## config.mk

```make
export PLATFORM = sky130hd
export DESIGN_NAME = detector_event_builder
export DESIGN_NICKNAME = d
export VERILOG_FILES = /design/src/rtl/detector_event_builder.sv
export SDC_FILE = /design/constraint.sdc
export NUM_CORES = 2
export LEC_CHECK = 0
export CORE_UTILIZATION = 63
export DETAILED_ROUTE_END_ITERATION = 7
export PLACE_DENSITY = 0.81
export SETUP_SLACK_MARGIN = 0.1
export SYNTH_ARGS = -nofsm -noshare
export SYNTH_HDL_FRONTEND = slang
export SYNTH_SLANG_ARGS = --single-unit
export TNS_END_PERCENT = 20
```

## constraint.sdc

```tcl
create_clock -name clk -period 72.7 [get_ports clk]
set_input_delay 7.27 -clock clk [delete_from_list [all_inputs] [get_ports clk]]
set_output_delay 7.27 -clock clk [all_outputs]
set_load 0.03 [all_outputs]
```

## src/rtl/detector_event_builder.sv

```systemverilog
// Detector single-event builder: decodes timing/energy sample words, validates events and queues them in an output FIFO.
// Optional pileup rejection is enabled by defining PILEUP_REJECT_EN, which adds the npileup output.
module detector_event_builder #(
  parameter int unsigned SER_W     = 8,
  parameter int unsigned NTIME     = 2,
  parameter int unsigned NENERGY   = 8,
  parameter int unsigned E_BITS    = 12,
  parameter int unsigned CTR_BITS  = 17,
  parameter int unsigned ID_BITS   = 6,
  parameter int unsigned MAX_LEN   = 255,
  parameter int unsigned DEPTH     = 4,
  localparam int unsigned FT_BITS   = $clog2(SER_W),
  localparam int unsigned DATA_BITS = 6 + ID_BITS + NENERGY*E_BITS + CTR_BITS + FT_BITS
) (
  input  logic                     clk,
  input  logic                     rst,
  input  logic [ID_BITS-1:0]       block_id,
  input  logic [NTIME*SER_W-1:0]   time_data,
  input  logic [NENERGY*SER_W-1:0] energy_data,
  input  logic [CTR_BITS-1:0]      counter,
  input  logic                     period_done,
  input  logic                     data_ready,
  output logic                     data_valid,
  output logic [DATA_BITS-1:0]     data_out,
  output logic                     stall,
  output logic [47:0]              nsingles,
`ifdef PILEUP_REJECT_EN
  output logic [15:0]              npileup,
`endif
  output logic [15:0]              ndropped
);

  localparam int unsigned LEN_BITS = $clog2(MAX_LEN + 1);
  localparam int unsigned AW       = $clog2(DEPTH);
  localparam int unsigned TS_BITS  = CTR_BITS + FT_BITS;

  typedef enum logic [1:0] {IDLE, ACTIVE, ABORT} state_e;

  logic [NTIME-1:0]                trig_d, trig_q;
  logic [NENERGY-1:0]              full_d, full_q, active;
  logic                            act_any_d, act_any_q, start, finish;
  logic                            pulse;
  logic [FT_BITS-1:0]              pulse_fine;
  logic [NENERGY-1:0][E_BITS-1:0]  acc_d, acc_q;
  logic [E_BITS-1:0]               ebase;
  logic [E_BITS:0]                 esum;
  state_e                          state_d, state_q;
  logic [LEN_BITS-1:0]             len_d, len_q;
  logic                            tseen_d, tseen_q, aseen_d, aseen_q;
  logic                            pile_d, pile_q, etag_d, etag_q;
  logic [TS_BITS-1:0]              ts_d, ts_q;
  logic                            pend_d, pend_q, pend_tag_d, pend_tag_q;
  logic                            in_act, in_evt, ev_pulse, t_now, a_now, p_now, g_now;
  logic                            tag_set, evt_abort, evt_reject;
  logic [DEPTH-1:0][DATA_BITS-1:0] mem_d, mem_q;
  logic [DEPTH-1:0]                tagm_d, tagm_q;
  logic [AW:0]                     wptr_d, wptr_q, rptr_d, rptr_q;
  logic                            fifo_full, do_push, do_pop, do_drop;
  logic [DATA_BITS-1:0]            push_word, data_out_d, data_out_q;
  logic                            data_valid_d, data_valid_q, stall_d, stall_q;
  logic [47:0]                     nsingles_d, nsingles_q;
  logic [15:0]                     ndropped_d, ndropped_q;
`ifdef PILEUP_REJECT_EN
  logic [15:0]                     npileup_d, npileup_q;
`endif

  // Fine time of one word: bit SER_W-1 is earliest, so fine counts down from the highest set bit.
  function automatic logic [FT_BITS-1:0] ch_fine(input logic [SER_W-1:0] w);
    logic [FT_BITS-1:0] idx;
    idx = '0;
    for (int b = 0; b < SER_W; b++) if (w[b]) idx = FT_BITS'(b);
    return FT_BITS'(SER_W - 1) - idx;
  endfunction

  always_comb begin
    trig_d     = '0;
    full_d     = '0;
    pulse      = 1'b0;
    pulse_fine = '1;
    for (int i = 0; i < NTIME; i++) begin
      trig_d[i] = |time_data[i*SER_W +: SER_W];
      if (trig_d[i] && !trig_q[i]) begin
        pulse = 1'b1;
        if (ch_fine(time_data[i*SER_W +: SER_W]) < pulse_fine)
          pulse_fine = ch_fine(time_data[i*SER_W +: SER_W]);
      end
    end
    for (int j = 0; j < NENERGY; j++) full_d[j] = &energy_data[j*SER_W +: SER_W];
  end

  // Activity is stretched by one clk so start and finish never coincide.
  assign active    = full_d | full_q;
  assign act_any_d = |active;
  assign start     = act_any_d & ~act_any_q;
  assign finish    = ~act_any_d & act_any_q;

  always_comb begin
    acc_d = acc_q;
    ebase = '0;
    esum  = '0;
    for (int j = 0; j < NENERGY; j++) begin
      ebase    = start ? E_BITS'(0) : acc_q[j];
      esum     = (E_BITS+1)'(ebase) + (E_BITS+1)'($countones(energy_data[j*SER_W +: SER_W]));
      acc_d[j] = esum[E_BITS] ? '1 : esum[E_BITS-1:0];
    end
  end

  always_comb begin
    state_d    = state_q;
    len_d      = len_q;
    tseen_d    = tseen_q;
    aseen_d    = aseen_q;
    pile_d     = pile_q;
    etag_d     = etag_q;
    ts_d       = ts_q;
    pend_d     = 1'b0;
    pend_tag_d = 1'b0;
    evt_abort  = 1'b0;
    evt_reject = 1'b0;
    in_act     = (state_q == ACTIVE);
    in_evt     = in_act | ((state_q == IDLE) & start);
    ev_pulse   = in_evt & pulse;
    t_now      = (in_act & tseen_q) | ev_pulse;
    a_now      = (in_act & aseen_q) | (in_evt & (&active));
    p_now      = (in_act & pile_q) | (ev_pulse & in_act & tseen_q);
    tag_set    = in_evt & period_done & t_now & a_now;
    g_now      = (in_act & etag_q) | tag_set;
    if (ev_pulse && !(in_act && tseen_q)) ts_d = {counter, pulse_fine};
    case (state_q)
      IDLE: begin
        if (start) begin
          state_d = ACTIVE;
          len_d   = LEN_BITS'(1);
          tseen_d = t_now;
          aseen_d = a_now;
          pile_d  = p_now;
          etag_d  = g_now;
        end
      end
      ACTIVE: begin
        tseen_d = t_now;
        aseen_d = a_now;
        pile_d  = p_now;
        etag_d  = g_now;
        if (finish) begin
          state_d = IDLE;
`ifdef PILEUP_REJECT_EN
          evt_reject = p_now;
`endif
          if (t_now && a_now && !evt_reject) begin
            pend_d     = 1'b1;
            pend_tag_d = g_now;
          end
        end else if (len_q == LEN_BITS'(MAX_LEN)) begin
          state_d   = ABORT;
          evt_abort = 1'b1;
        end else begin
          len_d = len_q + LEN_BITS'(1);
        end
      end
      ABORT: if (!act_any_d) state_d = IDLE;
      default: state_d = IDLE;
    endcase
  end

  // Output FIFO, stall tracking and statistics.
  always_comb begin
    fifo_full = (wptr_q[AW] != rptr_q[AW]) && (wptr_q[AW-1:0] == rptr_q[AW-1:0]);
    do_pop    = (wptr_q != rptr_q) && data_ready;
    do_push   = pend_q && (!fifo_full || do_pop);
    do_drop   = pend_q && !do_push;
    push_word = {6'b111111, block_id, acc_q, ts_q};
    mem_d     = mem_q;
    tagm_d    = tagm_q;
    wptr_d    = wptr_q;
    rptr_d    = rptr_q;
    if (do_push) begin
      mem_d[wptr_q[AW-1:0]]  = push_word;
      tagm_d[wptr_q[AW-1:0]] = pend_tag_q;
      wptr_d                 = wptr_q + (AW+1)'(1);
    end
    if (do_pop) rptr_d = rptr_q + (AW+1)'(1);
    data_valid_d = (wptr_d != rptr_d);
    data_out_d   = (do_push && (rptr_d[AW-1:0] == wptr_q[AW-1:0])) ? push_word
                                                                  : mem_q[rptr_d[AW-1:0]];
    stall_d = stall_q;
    if (do_pop && tagm_q[rptr_q[AW-1:0]]) stall_d = 1'b0;
    if (do_drop && pend_tag_q) stall_d = 1'b0;
    if (tag_set) stall_d = 1'b1;
    if ((evt_abort || evt_reject) && g_now) stall_d = 1'b0;
    nsingles_d = nsingles_q + 48'(do_push);
    ndropped_d = (do_drop && (ndropped_q != 16'hFFFF)) ? ndropped_q + 16'd1 : ndropped_q;
`ifdef PILEUP_REJECT_EN
    npileup_d  = (evt_reject && (npileup_q != 16'hFFFF)) ? npileup_q + 16'd1 : npileup_q;
`endif
  end

  always_ff @(posedge clk or posedge rst) begin
    if (rst) begin
      trig_q       <= '0;
      full_q       <= '0;
      act_any_q    <= 1'b0;
      acc_q        <= '0;
      state_q      <= IDLE;
      len_q        <= '0;
      tseen_q      <= 1'b0;
      aseen_q      <= 1'b0;
      pile_q       <= 1'b0;
      etag_q       <= 1'b0;
      ts_q         <= '0;
      pend_q       <= 1'b0;
      pend_tag_q   <= 1'b0;
      mem_q        <= '0;
      tagm_q       <= '0;
      wptr_q       <= '0;
      rptr_q       <= '0;
      data_out_q   <= '0;
      data_valid_q <= 1'b0;
      stall_q      <= 1'b0;
      nsingles_q   <= '0;
      ndropped_q   <= '0;
`ifdef PILEUP_REJECT_EN
      npileup_q    <= '0;
`endif
    end else begin
      trig_q       <= trig_d;
      full_q       <= full_d;
      act_any_q    <= act_any_d;
      acc_q        <= acc_d;
      state_q      <= state_d;
      len_q        <= len_d;
      tseen_q      <= tseen_d;
      aseen_q      <= aseen_d;
      pile_q       <= pile_d;
      etag_q       <= etag_d;
      ts_q         <= ts_d;
      pend_q       <= pend_d;
      pend_tag_q   <= pend_tag_d;
      mem_q        <= mem_d;
      tagm_q       <= tagm_d;
      wptr_q       <= wptr_d;
      rptr_q       <= rptr_d;
      data_out_q   <= data_out_d;
      data_valid_q <= data_valid_d;
      stall_q      <= stall_d;
      nsingles_q   <= nsingles_d;
      ndropped_q   <= ndropped_d;
`ifdef PILEUP_REJECT_EN
      npileup_q    <= npileup_d;
`endif
    end
  end

  assign data_valid = data_valid_q;
  assign data_out   = data_out_q;
  assign stall      = stall_q;
  assign nsingles   = nsingles_q;
  assign ndropped   = ndropped_q;
`ifdef PILEUP_REJECT_EN
  assign npileup    = npileup_q;
`endif

endmodule

```

==> metrics.txt <==
met3 Usage GRT=0.0455; first-pass GRT wire length=136000 um; CTS tree=yes; initial antenna violation count=2; Primary FF master, synth=dfrtp_1; Initial Util=0.640; largest net degree at the start of global routing=191; drt first pass iters=5; status=finished, final reports clean; number of flops mapped to enable cells by yosys=0; number of global-route vias before repair=between 20000 and 30000; Starting DRT DRC Count=~1400; full die area=0.0625 mm2; area delta synth->final=16.7%; clock root cell=clkbuf_16; power consumption=roughly 1.3 mW; num ports=around 300; WS Path Type=primary input to flop; Static Leak=approximately 23 nW; gr ovfl total=0; htree depth=3; antenna violation net count after detailed routing=0; via count=around 24000; most common cell after layout, fill and taps aside=dfrtp_1; final period utilization=0.175; DP Area=between 0.04 and 0.05 mm2; GPL Wtd Cong=about 0.82; final WL=approximately 83000 um; Post-synth ARST share=1.00; Most Used Layer, Global Route=met2; met1 track demand over resource=0.355; Rows=90; Worst EP required=73.22 ns; post_cts resized=0; DR DRC count=0; DP Cell Count=around 3900; synthesized flop and latch total=roughly 830; Fin. Hold Viols=0; clk sinks=around 830; Critical Path End Type=flop; Max Fclk=0.0787 GHz; Core Region=between 0.06 and 0.07 mm2; clk buf depth=3; CTS clk-pin slew, worst paths=~0.060 ns; max_slew headroom=0.165; Worst Max-Slew Pin Slew=between 1 and 1.5 ns; Power Density=29.6 mW/mm2; # Max-Cap Violations=0; routed vias/inst=5.88; RSZ-0062 raised after global routing=no; n_diodes=0; Chip Width=about 250 um; # nets final=approximately 3400; share of cells above drive strength 1=0.210; post-synthesis sequential area ratio=0.538; average routed wire per standard cell=approximately 20 um; most frequent cells in the layout=dfrtp_1 (833), mux2_2 (506), mux2i_1 (370); Crit Path Max Fanout=33; syn_nets=between 3000 and 4000; post-synthesis cell type count=around 50; Avg Inst Size Synth=roughly 13 um2; Worst Path Arrival=13.22 ns; Clock Latency Late Sink=0.62 ns; post-route cell area=~0.045 mm2; Fill cells=3888; post-DP HPWL=around 51000 um; cells after synthesis=between 2000 and 3000; Chip Height=between 200 and 300 um; cts hold-fix bufs=0; HP Class=flop to flop; postcts setup bufs=0; total CTS buffers=85; All-Layer GR Usage=0.272; Fin Setup TNS=0 ns; CP startpoint kind=primary input; min Tclk post-route=~13 ns; Synth Warn #=0; Max Clock Skew=approximately 0.017 ns; met2 Use GR=0.463; VDD IR max=between 80 and 90 uV; Final setup viols=0; Mapped Area=0.0388 mm2; Final Max Tran Viols=0; fin cells=4051; input/output buffers=300
-- power breakdown --
part	switching [mW]	internal [mW]
Combinational	0.200	0.164
Clock	0.181	0.262
Sequential	0.0432	0.490
-- flip-flops by register name, indices dropped and copies added (netlist names), 2 cells and up --
register	count
acc_q	96
data_out	123
full_q	8
len_q	8
mem_q	492
ndropped	16
nsingles	48
rptr_q	3
state_q	2
tagm_q	4
trig_q	2
ts_q	20
wptr_q	3
-- cell type report --
type,instances,area [um2],share of cell area
clock buffers,126,2520,0.0558
clock inverters,32,340,0.00752
inverters,104,398,0.00880
multi-input cells,1848,16900,0.374
flip-flops and latches,833,20800,0.461
well taps,782,978,0.0216
repair buffers,326,3240,0.0715
-- layer usage --
layer / wire length (um) / vias to the layer above
li1: - / 10900
met1: 35400 / 12300
met2: 41600 / 493
met3: 3320 / 148
met4: 2260 / 2
met5: 11 / -
-- cell usage after synthesis, types with 8 or more instances --
cell | n | area, um2
a21boi_0 | 9 | 67.6
a21o_1 | 10 | 75.1
a21oi_1 | 65 | 325
and2_1 | 28 | 175
and3_1 | 20 | 125
and4_1 | 21 | 184
and4b_1 | 9 | 90.1
buf_1 | 10 | 37.5
buf_2 | 44 | 220
clkbuf_1 | 110 | 413
dfrtp_1 | 833 | 20800
fa_1 | 40 | 801
ha_1 | 67 | 838
inv_1 | 103 | 387
mux2_1 | 118 | 1330
mux2_2 | 506 | 5700
mux2i_1 | 371 | 3710
nand2_1 | 121 | 454
nand2b_1 | 16 | 100
nand3_1 | 66 | 330
nand4_1 | 27 | 169
nor2_1 | 75 | 282
nor2b_1 | 12 | 75.1
nor3_1 | 35 | 175
nor4_1 | 8 | 50.1
o211a_1 | 9 | 90.1
o21a_1 | 9 | 67.6
o21ai_0 | 41 | 205
o21bai_1 | 10 | 75.1
xnor2_1 | 68 | 596
xor2_1 | 51 | 447
-- final timing paths --
| path | startpoint | slack (ns) | end | depth (start not counted) |
|---|---|---|---|---|
| max | energy_data[24] | 60.00 | acc_q[22] | 19 |
| min | mem_q[126] | 0.47 | mem_q[126] | 1 |
| max reg2reg | full_q[3] | 66.98 | acc_q[22] | 16 |
| min reg2reg | mem_q[126] | 0.47 | mem_q[126] | 1 |
| max in group asynchronous | rst | 61.27 | mem_q[202] | 6 |
| min in group asynchronous | rst | 7.22 | ts_q[9] | 2 |
-- metrics by stage --
stage / setup WS (ns) / hold slack (ns) / util
detailed placement: 59.36 / 0.452 / 0.699
global route: 59.63 / 0.487 / 0.747
CTS: 60.03 / 0.470 / 0.747
finish: 60.00 / 0.469 / 0.747
global placement: 59.69 / 0.449 / 0.699
floorplan: 42.03 / 0.435 / -
-- critical path: stages --
cell,delay (ns)
clkdlybuf4s50_1,0.46
ha_1,0.22
nand3_1,0.10
o21bai_1,0.18
nor4_1,0.86
a21o_2,0.69
buf_4,0.49
nand2_1,0.13
fa_1,0.46
fa_1,0.51
fa_1,0.19
inv_1,0.05
fa_1,0.40
a21o_1,0.19
a21oi_1,0.35
nor2_1,0.19
nand4_1,0.15
nor3_1,0.05
a211oi_1,0.25
-- kinds of logic after synthesis --
group | synth area share
mux | 0.278
buf+inv | 0.0283
simple gates | 0.0594
flops | 0.538
fa+ha+maj | 0.0423
xor+xnor | 0.0269
compound gates | 0.0278
Note: power is estimated with default switching activity, not from simulation.
